===== config.mk =====
export PLATFORM = sky130hd
export DESIGN_NAME = core_wb_data_bridge_flat
export DESIGN_NICKNAME = d
export VERILOG_FILES = /design/src/rtl/processorci_bus_pkg.sv /design/src/rtl/core_wb_data_bridge_if.sv /design/src/rtl/wb_lane_align.sv /design/src/rtl/core_wb_data_bridge.sv /design/src/flat_wrapper.sv
export SDC_FILE = /design/constraint.sdc
export NUM_CORES = 1
export LEC_CHECK = 0
export ABC_AREA = 1
export ABC_CLOCK_PERIOD_IN_PS = 4500
export CORE_AREA = 4 4 136 151
export CTS_CLUSTER_SIZE = 16
export DETAILED_ROUTE_END_ITERATION = 16
export DIE_AREA = 0 0 140 155
export HOLD_SLACK_MARGIN = 0.02
export PLACE_DENSITY = 0.64
export SLEW_MARGIN = 20
export SYNTH_ARGS = -nofsm -noshare
export SYNTH_HDL_FRONTEND = slang
export SYNTH_SLANG_ARGS = --single-unit

===== constraint.sdc =====
create_clock -name clk -period 4.5 [get_ports clk]
set_input_delay 0.45 -clock clk [delete_from_list [all_inputs] [get_ports clk]]
set_output_delay 0.45 -clock clk [all_outputs]
set_load 0.05 [all_outputs]

===== src/rtl/processorci_bus_pkg.sv =====
// Shared types for the core-to-Wishbone data bridge: access sizes, FSM states, size decode.
package processorci_bus_pkg;

   typedef enum logic [1:0] {SZ_B, SZ_H, SZ_W, SZ_D} size_e;

   typedef enum logic [1:0] {IDLE, BUS, RESP} bridge_state_e;

   function automatic int unsigned size_bytes(input size_e size);
      return 32'd1 << size;
   endfunction

endpackage


===== src/rtl/core_wb_data_bridge_if.sv =====
// Wishbone B4 classic bus between the bridge (master) and data memory (slave).
interface core_wb_data_bridge_if #(
   parameter int unsigned ADDR_WIDTH = 32,
   parameter int unsigned DATA_WIDTH = 32
);
   logic                      wb_cyc;
   logic                      wb_stb;
   logic                      wb_we;
   logic [ADDR_WIDTH-1:0]     wb_adr;
   logic [DATA_WIDTH-1:0]     wb_dat_o;
   logic [DATA_WIDTH/8-1:0]   wb_sel;
   logic [DATA_WIDTH-1:0]     wb_dat_i;
   logic                      wb_ack;
   logic                      wb_err;

   modport master (
      output wb_cyc, wb_stb, wb_we, wb_adr, wb_dat_o, wb_sel,
      input  wb_dat_i, wb_ack, wb_err
   );

   modport slave (
      input  wb_cyc, wb_stb, wb_we, wb_adr, wb_dat_o, wb_sel,
      output wb_dat_i, wb_ack, wb_err
   );
endinterface


===== src/rtl/wb_lane_align.sv =====
// Byte-lane steering: select/data shift for stores, extract and sign/zero-extend for loads.
module wb_lane_align
   import processorci_bus_pkg::*;
#(
   parameter int unsigned  DATA_WIDTH = 32,
   localparam int unsigned SEL_W      = DATA_WIDTH / 8,
   localparam int unsigned OFF_W      = $clog2(SEL_W)
) (
   input  logic [OFF_W-1:0]      off,
   input  size_e                 size,
   input  logic                  is_signed,
   input  logic [DATA_WIDTH-1:0] wdata,
   output logic [SEL_W-1:0]      sel,
   output logic [DATA_WIDTH-1:0] dat_o,
   input  logic [DATA_WIDTH-1:0] dat_i,
   output logic [DATA_WIDTH-1:0] rdata
);

   int unsigned           nbytes;
   logic [SEL_W-1:0]      sel_base;
   logic [DATA_WIDTH-1:0] shifted;
   logic [DATA_WIDTH-1:0] mask;
   logic                  sign;

   always_comb begin
      nbytes   = size_bytes(size);
      sel_base = '0;
      for (int unsigned i = 0; i < SEL_W; i++) begin
         if (i < nbytes) sel_base[i] = 1'b1;
      end
      mask = '0;
      for (int unsigned i = 0; i < DATA_WIDTH; i++) begin
         if (i < 8 * nbytes) mask[i] = 1'b1;
      end
      sel     = sel_base << off;
      dat_o   = wdata << {off, 3'b000};
      shifted = dat_i >> {off, 3'b000};
      // mask & ~(mask >> 1) isolates the top bit of the accessed field
      sign    = is_signed & (|(shifted & mask & ~(mask >> 1)));
      rdata   = (shifted & mask) | ({DATA_WIDTH{sign}} & ~mask);
   end

endmodule


===== src/rtl/core_wb_data_bridge.sv =====
// Core load/store strobes to a registered Wishbone B4 classic master, with alignment,
// error propagation and a bus watchdog.
module core_wb_data_bridge
   import processorci_bus_pkg::*;
#(
   parameter int unsigned ADDR_WIDTH     = 32,
   parameter int unsigned DATA_WIDTH     = 32,
   parameter int unsigned TIMEOUT_CYCLES = 1024,
   parameter bit          READ_ONLY      = 1'b0
) (
   input  logic                   clk,
   input  logic                   rst,
   input  logic                   req_rd,
   input  logic                   req_wr,
   input  logic [ADDR_WIDTH-1:0]  req_addr,
   input  logic [1:0]             req_size,
   input  logic                   req_signed,
   input  logic [DATA_WIDTH-1:0]  req_wdata,
   output logic                   rsp_valid,
   output logic [DATA_WIDTH-1:0]  rsp_rdata,
   output logic                   rsp_err,
   output logic                   rsp_timeout,
   output logic                   busy,
   core_wb_data_bridge_if.master  wb
);

   localparam int unsigned SEL_W = DATA_WIDTH / 8;
   localparam int unsigned OFF_W = $clog2(SEL_W);
   localparam int unsigned CNT_W = (TIMEOUT_CYCLES > 0) ? $clog2(TIMEOUT_CYCLES + 1) : 1;

   bridge_state_e         state;
   logic [OFF_W-1:0]      off_q;
   size_e                 size_q;
   logic                  signed_q;
   logic [CNT_W-1:0]      timeout_cnt;

   logic                  req_any;
   logic [ADDR_WIDTH-1:0] size_mask;
   logic                  misaligned;
   logic                  reject;
   logic                  timeout_hit;
   logic [OFF_W-1:0]      align_off;
   size_e                 align_size;
   logic                  align_signed;
   logic [SEL_W-1:0]      sel_next;
   logic [DATA_WIDTH-1:0] dat_next;
   logic [DATA_WIDTH-1:0] rdata_next;

   assign req_any     = req_rd | req_wr;
   assign size_mask   = ADDR_WIDTH'(size_bytes(size_e'(req_size)) - 1);
   assign misaligned  = ((DATA_WIDTH == 32) && (req_size == 2'd3)) ||
                        ((req_addr & size_mask) != '0);
   assign reject      = (req_rd & req_wr) | (req_wr & READ_ONLY) | misaligned;
   assign timeout_hit = (TIMEOUT_CYCLES != 0) && ((32'(timeout_cnt) + 32'd1) == TIMEOUT_CYCLES);
   assign busy        = (state == BUS) | ((state == IDLE) & req_any);

   // Live request drives the aligner at accept; latched fields drive it during the bus phase
   assign align_off    = (state == IDLE) ? req_addr[OFF_W-1:0] : off_q;
   assign align_size   = (state == IDLE) ? size_e'(req_size) : size_q;
   assign align_signed = (state == IDLE) ? req_signed : signed_q;

   wb_lane_align #(
      .DATA_WIDTH (DATA_WIDTH)
   ) u_align (
      .off       (align_off),
      .size      (align_size),
      .is_signed (align_signed),
      .wdata     (req_wdata),
      .sel       (sel_next),
      .dat_o     (dat_next),
      .dat_i     (wb.wb_dat_i),
      .rdata     (rdata_next)
   );

   always_ff @(posedge clk) begin
      if (rst) begin
         state       <= IDLE;
         off_q       <= '0;
         size_q      <= SZ_B;
         signed_q    <= 1'b0;
         timeout_cnt <= '0;
         rsp_valid   <= 1'b0;
         rsp_rdata   <= '0;
         rsp_err     <= 1'b0;
         rsp_timeout <= 1'b0;
         wb.wb_cyc   <= 1'b0;
         wb.wb_stb   <= 1'b0;
         wb.wb_we    <= 1'b0;
         wb.wb_adr   <= '0;
         wb.wb_dat_o <= '0;
         wb.wb_sel   <= '0;
      end else begin
         unique case (state)
            IDLE: begin
               if (req_any && reject) begin
                  state       <= RESP;
                  rsp_valid   <= 1'b1;
                  rsp_err     <= 1'b1;
                  rsp_timeout <= 1'b0;
                  rsp_rdata   <= '0;
               end else if (req_any) begin
                  state       <= BUS;
                  wb.wb_cyc   <= 1'b1;
                  wb.wb_stb   <= 1'b1;
                  wb.wb_we    <= req_wr;
                  wb.wb_adr   <= req_addr & ~ADDR_WIDTH'(SEL_W - 1);
                  wb.wb_sel   <= sel_next;
                  wb.wb_dat_o <= dat_next;
                  off_q       <= req_addr[OFF_W-1:0];
                  size_q      <= size_e'(req_size);
                  signed_q    <= req_signed;
                  timeout_cnt <= '0;
               end
            end
            BUS: begin
               if (wb.wb_err || wb.wb_ack || timeout_hit) begin
                  state       <= RESP;
                  wb.wb_cyc   <= 1'b0;
                  wb.wb_stb   <= 1'b0;
                  rsp_valid   <= 1'b1;
                  // err outranks ack; neither means the watchdog fired
                  rsp_err     <= wb.wb_err | ~wb.wb_ack;
                  rsp_timeout <= ~wb.wb_err & ~wb.wb_ack;
                  rsp_rdata   <= (wb.wb_ack && !wb.wb_err) ? rdata_next : '0;
               end else begin
                  timeout_cnt <= timeout_cnt + 1'b1;
               end
            end
            RESP: begin
               state       <= IDLE;
               rsp_valid   <= 1'b0;
               rsp_err     <= 1'b0;
               rsp_timeout <= 1'b0;
               rsp_rdata   <= '0;
               timeout_cnt <= '0;
            end
            default: state <= IDLE;
         endcase
      end
   end

endmodule

===== src/flat_wrapper.sv =====
// flat-port wrapper written by rule: the top's interface ports become plain ports
module core_wb_data_bridge_flat import processorci_bus_pkg::*;
#(
   parameter int unsigned ADDR_WIDTH     = 32,
   parameter int unsigned DATA_WIDTH     = 32,
   parameter int unsigned TIMEOUT_CYCLES = 1024,
   parameter bit          READ_ONLY      = 1'b0
)
  (clk, rst, req_rd, req_wr, req_addr, req_size, req_signed, req_wdata, rsp_valid, rsp_rdata, rsp_err, rsp_timeout, busy, wb_wb_cyc, wb_wb_stb, wb_wb_we, wb_wb_adr, wb_wb_dat_o, wb_wb_sel, wb_wb_dat_i, wb_wb_ack, wb_wb_err);
  core_wb_data_bridge_if #(.ADDR_WIDTH(ADDR_WIDTH), .DATA_WIDTH(DATA_WIDTH)) wb_i ();
  input  logic clk;
  input  logic rst;
  input  logic req_rd;
  input  logic req_wr;
  input  logic [ADDR_WIDTH-1:0] req_addr;
  input  logic [1:0] req_size;
  input  logic req_signed;
  input  logic [DATA_WIDTH-1:0] req_wdata;
  output logic rsp_valid;
  output logic [DATA_WIDTH-1:0] rsp_rdata;
  output logic rsp_err;
  output logic rsp_timeout;
  output logic busy;
  output wire logic [$bits(wb_i.wb_cyc)-1:0] wb_wb_cyc;
  output wire logic [$bits(wb_i.wb_stb)-1:0] wb_wb_stb;
  output wire logic [$bits(wb_i.wb_we)-1:0] wb_wb_we;
  output wire logic [$bits(wb_i.wb_adr)-1:0] wb_wb_adr;
  output wire logic [$bits(wb_i.wb_dat_o)-1:0] wb_wb_dat_o;
  output wire logic [$bits(wb_i.wb_sel)-1:0] wb_wb_sel;
  input wire logic [$bits(wb_i.wb_dat_i)-1:0] wb_wb_dat_i;
  input wire logic [$bits(wb_i.wb_ack)-1:0] wb_wb_ack;
  input wire logic [$bits(wb_i.wb_err)-1:0] wb_wb_err;
  assign wb_wb_cyc = wb_i.wb_cyc;
  assign wb_wb_stb = wb_i.wb_stb;
  assign wb_wb_we = wb_i.wb_we;
  assign wb_wb_adr = wb_i.wb_adr;
  assign wb_wb_dat_o = wb_i.wb_dat_o;
  assign wb_wb_sel = wb_i.wb_sel;
  assign wb_i.wb_dat_i = wb_wb_dat_i;
  assign wb_i.wb_ack = wb_wb_ack;
  assign wb_i.wb_err = wb_wb_err;
  core_wb_data_bridge #(.ADDR_WIDTH(ADDR_WIDTH), .DATA_WIDTH(DATA_WIDTH), .TIMEOUT_CYCLES(TIMEOUT_CYCLES), .READ_ONLY(READ_ONLY)) u_core (.clk(clk), .rst(rst), .req_rd(req_rd), .req_wr(req_wr), .req_addr(req_addr), .req_size(req_size), .req_signed(req_signed), .req_wdata(req_wdata), .rsp_valid(rsp_valid), .rsp_rdata(rsp_rdata), .rsp_err(rsp_err), .rsp_timeout(rsp_timeout), .busy(busy), .wb(wb_i));
endmodule

==> flow_summary.ini, run 1 <==
[setup_path]
crit_buf_inv = 3
required_ps = 4770
end_kind = register
path_max_fanout = 77
worstPathArrival_ps = 3150
path_depth = 15
cp_slowest_stage_delay_ps = 610
path_cells = clkdlybuf4s50_1 > or2_1 > ha_1 > o21a_1 > nand3_1 > nor2_1 > nand2_1 > nand2_1 > nand2_2 > inv_2 > nand2_2 > buf_4 > nor2_1 > nand2_1 > a21oi_1
cp-start-kind = primary input
crit_top_cell = nand2_1
crit_path_top_delay_cell = buf_4
critPathTopFamily = buffers and inverters
reg2reg_depth = 12
critPathKind = in2reg

[placement]
gp_congestion = 0.869
io_buffers = 209
hpwl_mm = 14.6
place_inst = 1347

[logic_synthesis]
synth.most_common_cell = nand2_1
synth_mux_area_share_pct = 0
yosysTopAreaCellShare_pct = 39.4
synth_xor_area_share_pct = 0
synth-compound-area-share_pct = 20.3
synth_edf_count = 0
yosys.area_share.adder_pct = 0.611
synth_top_area_cell = dfxtp_1
synthTopCellsByArea = dfxtp_1 (39%), nand2_1 (18%), a21oi_1 (10%)
syn_area_per_cell_um2 = 6.48
synthSimpleGateAreaFrac_pct = 31.0
synth_cells = 948
ys_ff_latch = 121
synth_cell_types = 33
async_flop_share_pct = 0
yosysSeqAreaShare_pct = 39.4
synth_warnings = 0
synth_top_flop_cell = dfxtp_1
synth_top_family_by_area = simple AND/OR/NAND/NOR gates
netlist_top_cells_count = nand2_1 (288), a21oi_1 (128), dfxtp_1 (121), nor2_1 (109), o21ai_0 (50)
synth_area_um2 = 6140

[clock_network]
cts_setup_buffers = 0
cts_resized = 0
cts_hold_buf = 0
cts_made_buffers = 17
cts_tree = built
htree_levels = 4
path_clk_slew_ps = 60
clock_latency_ps = 420
clock_sinks = 121
cts.path.max_buffers = 2
root_buffer = clkbuf_16

[detailed_routing]
drcViolationCount = 0
via_per_inst = 4.91
wl_mm = 20.8
drt_iter0_markers = 529
wire_per_inst_um = 15.1
num_vias = 6765
drt-pass1-iter-count = 5
antenna_left = 0

[sta]
tns_ps = 0
final-hold-violation-count = 0
setup_viol = 0
period_minus_slack_ps = 2880
fin_crit_sh_pct = 64.1
max-slew-margin-rel_pct = 47.0
rsz0062_at_grt = false
worst_pin_slew_ps = 795
drv_slew = 0
fin_skew_ps = 14.4
fmax_mhz = 347

[power_and_ir_drop]
intPower_mw = 2.44
vdd_ir_drop_max_v = 0.000294
p_sw_mw = 1.20
power.density_nw_per_um2 = 406
combPwrFrac_pct = 26.5
power.clock.fraction_pct = 40.9
leakage_nw = 3.33
p_seq_share_pct = 32.6
netSwitchingFraction_pct = 33.0

[die]
die_area_um2 = 21700
die_h_um = 155
start_util_pct = 32.4
fp.coreArea_um2 = 19000
ios = 212
rows = 53
fp.dieW_um = 140

[run]
max-cap-violations = 0

[layout]
fillCellCount = 1958
drive_gt1_share_pct = 5.74
fin_cells = 1379
nNetsFinal = 1227
syn2layout_area_growth_pct = 45.8
insertedDiodeCount = 0

[status]
status = finished clean

[global_route]
grt_pass1_vias = 6404
antenna_found_initial = 0
grtUsageTotal_pct = 18.8
grt_overflow = 0
grt_start_max_net_pins = 78
grt_pass1_wl_mm = 33.3

[min_path]
hold_depth = 2
hold_class = reg2reg
==> power by group through the flow <==
| stage | logic, mW | registers (mW) | clock network [mW] |
|---|---|---|---|
| final | 0.964 | 1.18 | 1.49 |
| after global routing | 1.06 | 1.19 | 1.57 |
| after CTS | 0.966 | 1.18 | 1.52 |
| after detailed placement | 0.961 | 1.21 | 0 |
| after global placement | 0.958 | 1.21 | 0 |
| after floorplan | 0.506 | 1.35 | 0 |
==> state kept, by name, summed over array words and instances (netlist names), 2 cells and up <==
register / count
u_core.state: 2
u_core.wb.wb_sel: 4
u_core.timeout_cnt: 11
u_core.off_q: 2
u_core.size_q: 2
u_core.rsp_rdata: 32
u_core.wb.wb_dat_o: 32
u_core.wb.wb_adr: 30
==> cell usage in the layout (no fill, tap or decap), types with 3 or more instances in the layout <==
| master | count |
|---|---|
| clkbuf_16 | 17 |
| clkinv_4 | 3 |
| a21oi_1 | 128 |
| nand4_1 | 4 |
| inv_1 | 43 |
| o22ai_1 | 23 |
| o21a_1 | 10 |
| nand3_1 | 47 |
| nor2_1 | 109 |
| bufinv_16 | 4 |
| nor3_1 | 9 |
| buf_4 | 9 |
| or2_2 | 4 |
| clkdlybuf4s50_1 | 208 |
| ha_1 | 3 |
| o21ai_1 | 4 |
| inv_2 | 8 |
| nand2_2 | 5 |
| o31ai_1 | 6 |
| nand2_1 | 288 |
| a31oi_1 | 7 |
| o21ai_0 | 50 |
| dfxtp_1 | 121 |
| inv_6 | 3 |
==> layout make-up <==
class	instances	area (µm²)	share of cell area [%]
inverters	52	195	2.18
multi-input cells	709	3210	35.9
clock buffers	20	457	5.10
flip-flops and latches	121	2420	27.1
repair buffers	218	2170	24.2
well taps	247	309	3.45
clock inverters	12	188	2.10
==> path summary, 6_finish.rpt <==
path / from / endpoint / slack (ps)
max: req_size[1] / u_core.wb.wb_sel[1]$_SDFFE_PP0P_ / 1620
min: u_core.signed_q$_SDFFE_PP0P_ / u_core.signed_q$_SDFFE_PP0P_ / 450
max reg2reg: u_core.timeout_cnt[1]$_SDFFE_PP0P_ / u_core.rsp_rdata[31]$_SDFFE_PP0P_ / 1780
min reg2reg: u_core.signed_q$_SDFFE_PP0P_ / u_core.signed_q$_SDFFE_PP0P_ / 450
==> worst register-to-register path: cells and delay by family, from the launching register on <==
family / cells / cell delay (ps)
flops: 1 / 400
simple gates: 10 / 1850
compound gates: 1 / 80
fa+ha+maj: 1 / 250
==> cells by family after synthesis <==
family / Yosys count
AOI/OAI and AO/OA: 232
buffers and inverters: 119
DFF: 121
adders and majority gates: 3
other: 1
and+or+nand+nor: 472
==> metrics by stage <==
stage          worst slack [ps]  total power [mW]  area [µm²]  util, %  hold WS, ps
6_report                   1620              3.64        8950     47.2          451
5_1_grt                    1330              3.82        8950     47.2          456
4_1_cts                    1630              3.67        8950     47.2          437
3_5_place_dp               1190              2.17        8310     43.8          445
3_3_place_gp               1240              2.16        8310     43.8          441
2_1_floorplan              2290              1.86        6150        -          424
==> routing by layer <==
metal	vias up	share of wire [%]	track usage [%]	wire [µm]
met5	-	0	0	0
met3	26	7.7	5.20	1600
met1	3034	46	25.8	9580
met2	268	45	28.5	9280
met4	0	1.7	6.28	353
li1	3437	-	-	-
(Power assumes the default switching activity.)
==> run 2: changes to the inputs <==
--- a/config.mk
+++ b/config.mk
@@ -6,13 +6,13 @@
 export NUM_CORES = 1
 export LEC_CHECK = 0
 export ABC_AREA = 1
-export ABC_CLOCK_PERIOD_IN_PS = 4500
+export ABC_CLOCK_PERIOD_IN_PS = 2300
 export CORE_AREA = 4 4 136 151
 export CTS_CLUSTER_SIZE = 16
 export DETAILED_ROUTE_END_ITERATION = 16
 export DIE_AREA = 0 0 140 155
 export HOLD_SLACK_MARGIN = 0.02
-export PLACE_DENSITY = 0.64
+export PLACE_DENSITY = 0.67
 export SLEW_MARGIN = 20
 export SYNTH_ARGS = -nofsm -noshare
 export SYNTH_HDL_FRONTEND = slang
==> constraint.sdc (replaced) <==
create_clock -name clk -period 2.3 [get_ports clk]
set_input_delay 0.23 -clock clk [delete_from_list [all_inputs] [get_ports clk]]
set_output_delay 0.23 -clock clk [all_outputs]
set_load 0.05 [all_outputs]
==> flow_summary.ini, run 2 (same netlist as run 1, synthesis figures left out) <==
[global_route]
grt_pass1_vias = 6350
grt_start_max_net_pins = 106
antenna_found_initial = 0
grtUsageTotal_pct = 18.5
grt_overflow = 0
grt_pass1_wl_mm = 32.9

[layout]
final_core_util_pct = 49.1
syn2layout_area_growth_pct = 51.6
final_area_um2 = 9310
drive_gt1_share_pct = 8.44
reg_top3 = u_core.rsp_rdata: 32 flops, u_core.wb.wb_dat_o: 32 flops, u_core.wb.wb_adr: 30 flops
final_common_cell = nand2_1
insertedDiodeCount = 0
final_cell_mix = nand2_1 (288), clkdlybuf4s50_1 (207), a21oi_1 (128)
regArea_um2 = 2420
fillCellCount = 1943
nNetsFinal = 1256
multi_input_area_um2 = 3220

[status]
status = finished clean

[sta]
layout_setup_ws_ps = 165
whs_ps = 334
max-slew-margin-rel_pct = 58.1
worst_pin_slew_ps = 627
fin_skew_ps = 16.9
setup_viol = 0
final-hold-violation-count = 0
fmax_mhz = 468
fin_crit_sh_pct = 92.8
period_minus_slack_ps = 2130
drv_slew = 0

[detailed_routing]
antenna_left = 0
num_vias = 6871
wl_mm = 20.9
drt_iter0_markers = 525
drcViolationCount = 0
via_per_inst = 4.88
wire_per_inst_um = 14.8
drt-pass1-iter-count = 6

[placement]
hpwl_mm = 15.1
placed_cell_area_um2 = 8690
io_buffers = 209
pre_cts_slack_ps = -246
gp_congestion = 0.856

[clock_network]
htree_levels = 4
path_clk_slew_ps = 60
cts_made_buffers = 17
clock_latency_ps = 420
cts_hold_buf = 0
cts_tree = built
clock_sinks = 121
cts.path.max_buffers = 2
root_buffer = clkbuf_16

[setup_path]
cp_slowest_stage_delay_ps = 360
cp-start-kind = register
path_cells = nor2_4 > nand2_1 > nand2_2 > buf_4 > buf_4 > nor2_1 > o22ai_1 > nand2_1 > a21oi_1
critPathTopFamily = simple AND/OR/NAND/NOR gates
crit_path_top_delay_cell = dfxtp_1
end_kind = register
required_ps = 2640
worstPathArrival_ps = 2480
critPathKind = reg2reg
crit_buf_inv = 2
path_max_fanout = 27

[min_path]
hold_class = in2reg

[die]
ios = 212
die_area_um2 = 21700
die_h_um = 155
start_util_pct = 32.4
rows = 53
fp.dieW_um = 140
fp.coreArea_um2 = 19000

[power_and_ir_drop]
fin_total_pwr_mw = 7.09
leakage_nw = 3.51
power.density_nw_per_um2 = 761
vdd_ir_drop_max_v = 0.000575

[run]
max-cap-violations = 0
==> run 2: where the power goes <==
part           switching (mW)  total (mW)  leakage (nW)  internal (mW)
clock network            1.07        2.71         0.281           1.65
registers              0.0907        2.32         0.984           2.23
logic                    1.26        2.06          2.24          0.801
total                    2.41        7.09          3.51           4.67
==> run 2: path summary, 6_finish.rpt <==
| path | from | to | slack [ps] | cells after the start |
|---|---|---|---|---|
| max | u_core.state[0]$_SDFFE_PP0P_ | u_core.wb.wb_dat_o[30]$_SDFFE_PP0P_ | 170 | 9 |
| min | rst | u_core.wb.wb_adr[22]$_SDFFE_PP0P_ | 330 | 3 |
| max reg2reg | u_core.state[0]$_SDFFE_PP0P_ | u_core.wb.wb_dat_o[30]$_SDFFE_PP0P_ | 170 | 9 |
| min reg2reg | u_core.signed_q$_SDFFE_PP0P_ | u_core.signed_q$_SDFFE_PP0P_ | 460 | 2 |
==> run 2: repair_timing <==
action,4_1_cts,5_1_grt
endpoints found under the setup margin,0,53
buffers inserted,0,2
resized for setup,0,4
==> run 2: final cells by class <==
class	count	area share, %
inverters	52	2.12
flip-flops and latches	121	26.0
repair buffers	247	27.5
clock buffers	18	4.72
well taps	247	3.32
multi-input cells	709	34.6
clock inverters	14	1.72
==> run 2: worst reg2reg max path, cell delays in order, from the launching register on <==
cell and delay (ps):
dfxtp_1 360, nor2_4 290, nand2_1 140, nand2_2 180
buf_4 310, buf_4 260, nor2_1 80, o22ai_1 240
nand2_1 110, a21oi_1 130
==> run 2: per-layer routing <==
| metal | GRT usage (%) | share of wire (%) | up-vias |
|---|---|---|---|
| met5 | 0 | 0 | - |
| li1 | - | - | 3512 |
| met1 | 25.0 | 46 | 3098 |
| met4 | 4.61 | 1.2 | 0 |
| met3 | 5.38 | 6.7 | 23 |
| met2 | 29.2 | 46 | 238 |
==> run 2: per-stage QoR <==
| step | cells | TNS [ps] |
|---|---|---|
| final | 1408 | 0 |
| after global routing | 1408 | -34.6 |
| after CTS | 1406 | 0 |
| after detailed placement | 1374 | -21670 |
| after global placement | 1374 | -14290 |
| after floorplan | 949 | 0 |
==> run 3: changes to the inputs <==
--- a/config.mk
+++ b/config.mk
@@ -13,7 +13,7 @@
 export DIE_AREA = 0 0 140 155
 export HOLD_SLACK_MARGIN = 0.02
 export PLACE_DENSITY = 0.67
-export SLEW_MARGIN = 20
+export SLEW_MARGIN = 0
 export SYNTH_ARGS = -nofsm -noshare
 export SYNTH_HDL_FRONTEND = slang
 export SYNTH_SLANG_ARGS = --single-unit
==> results of run 3 <==
The final DEF is identical to that of run 2; final timing and power are the same.
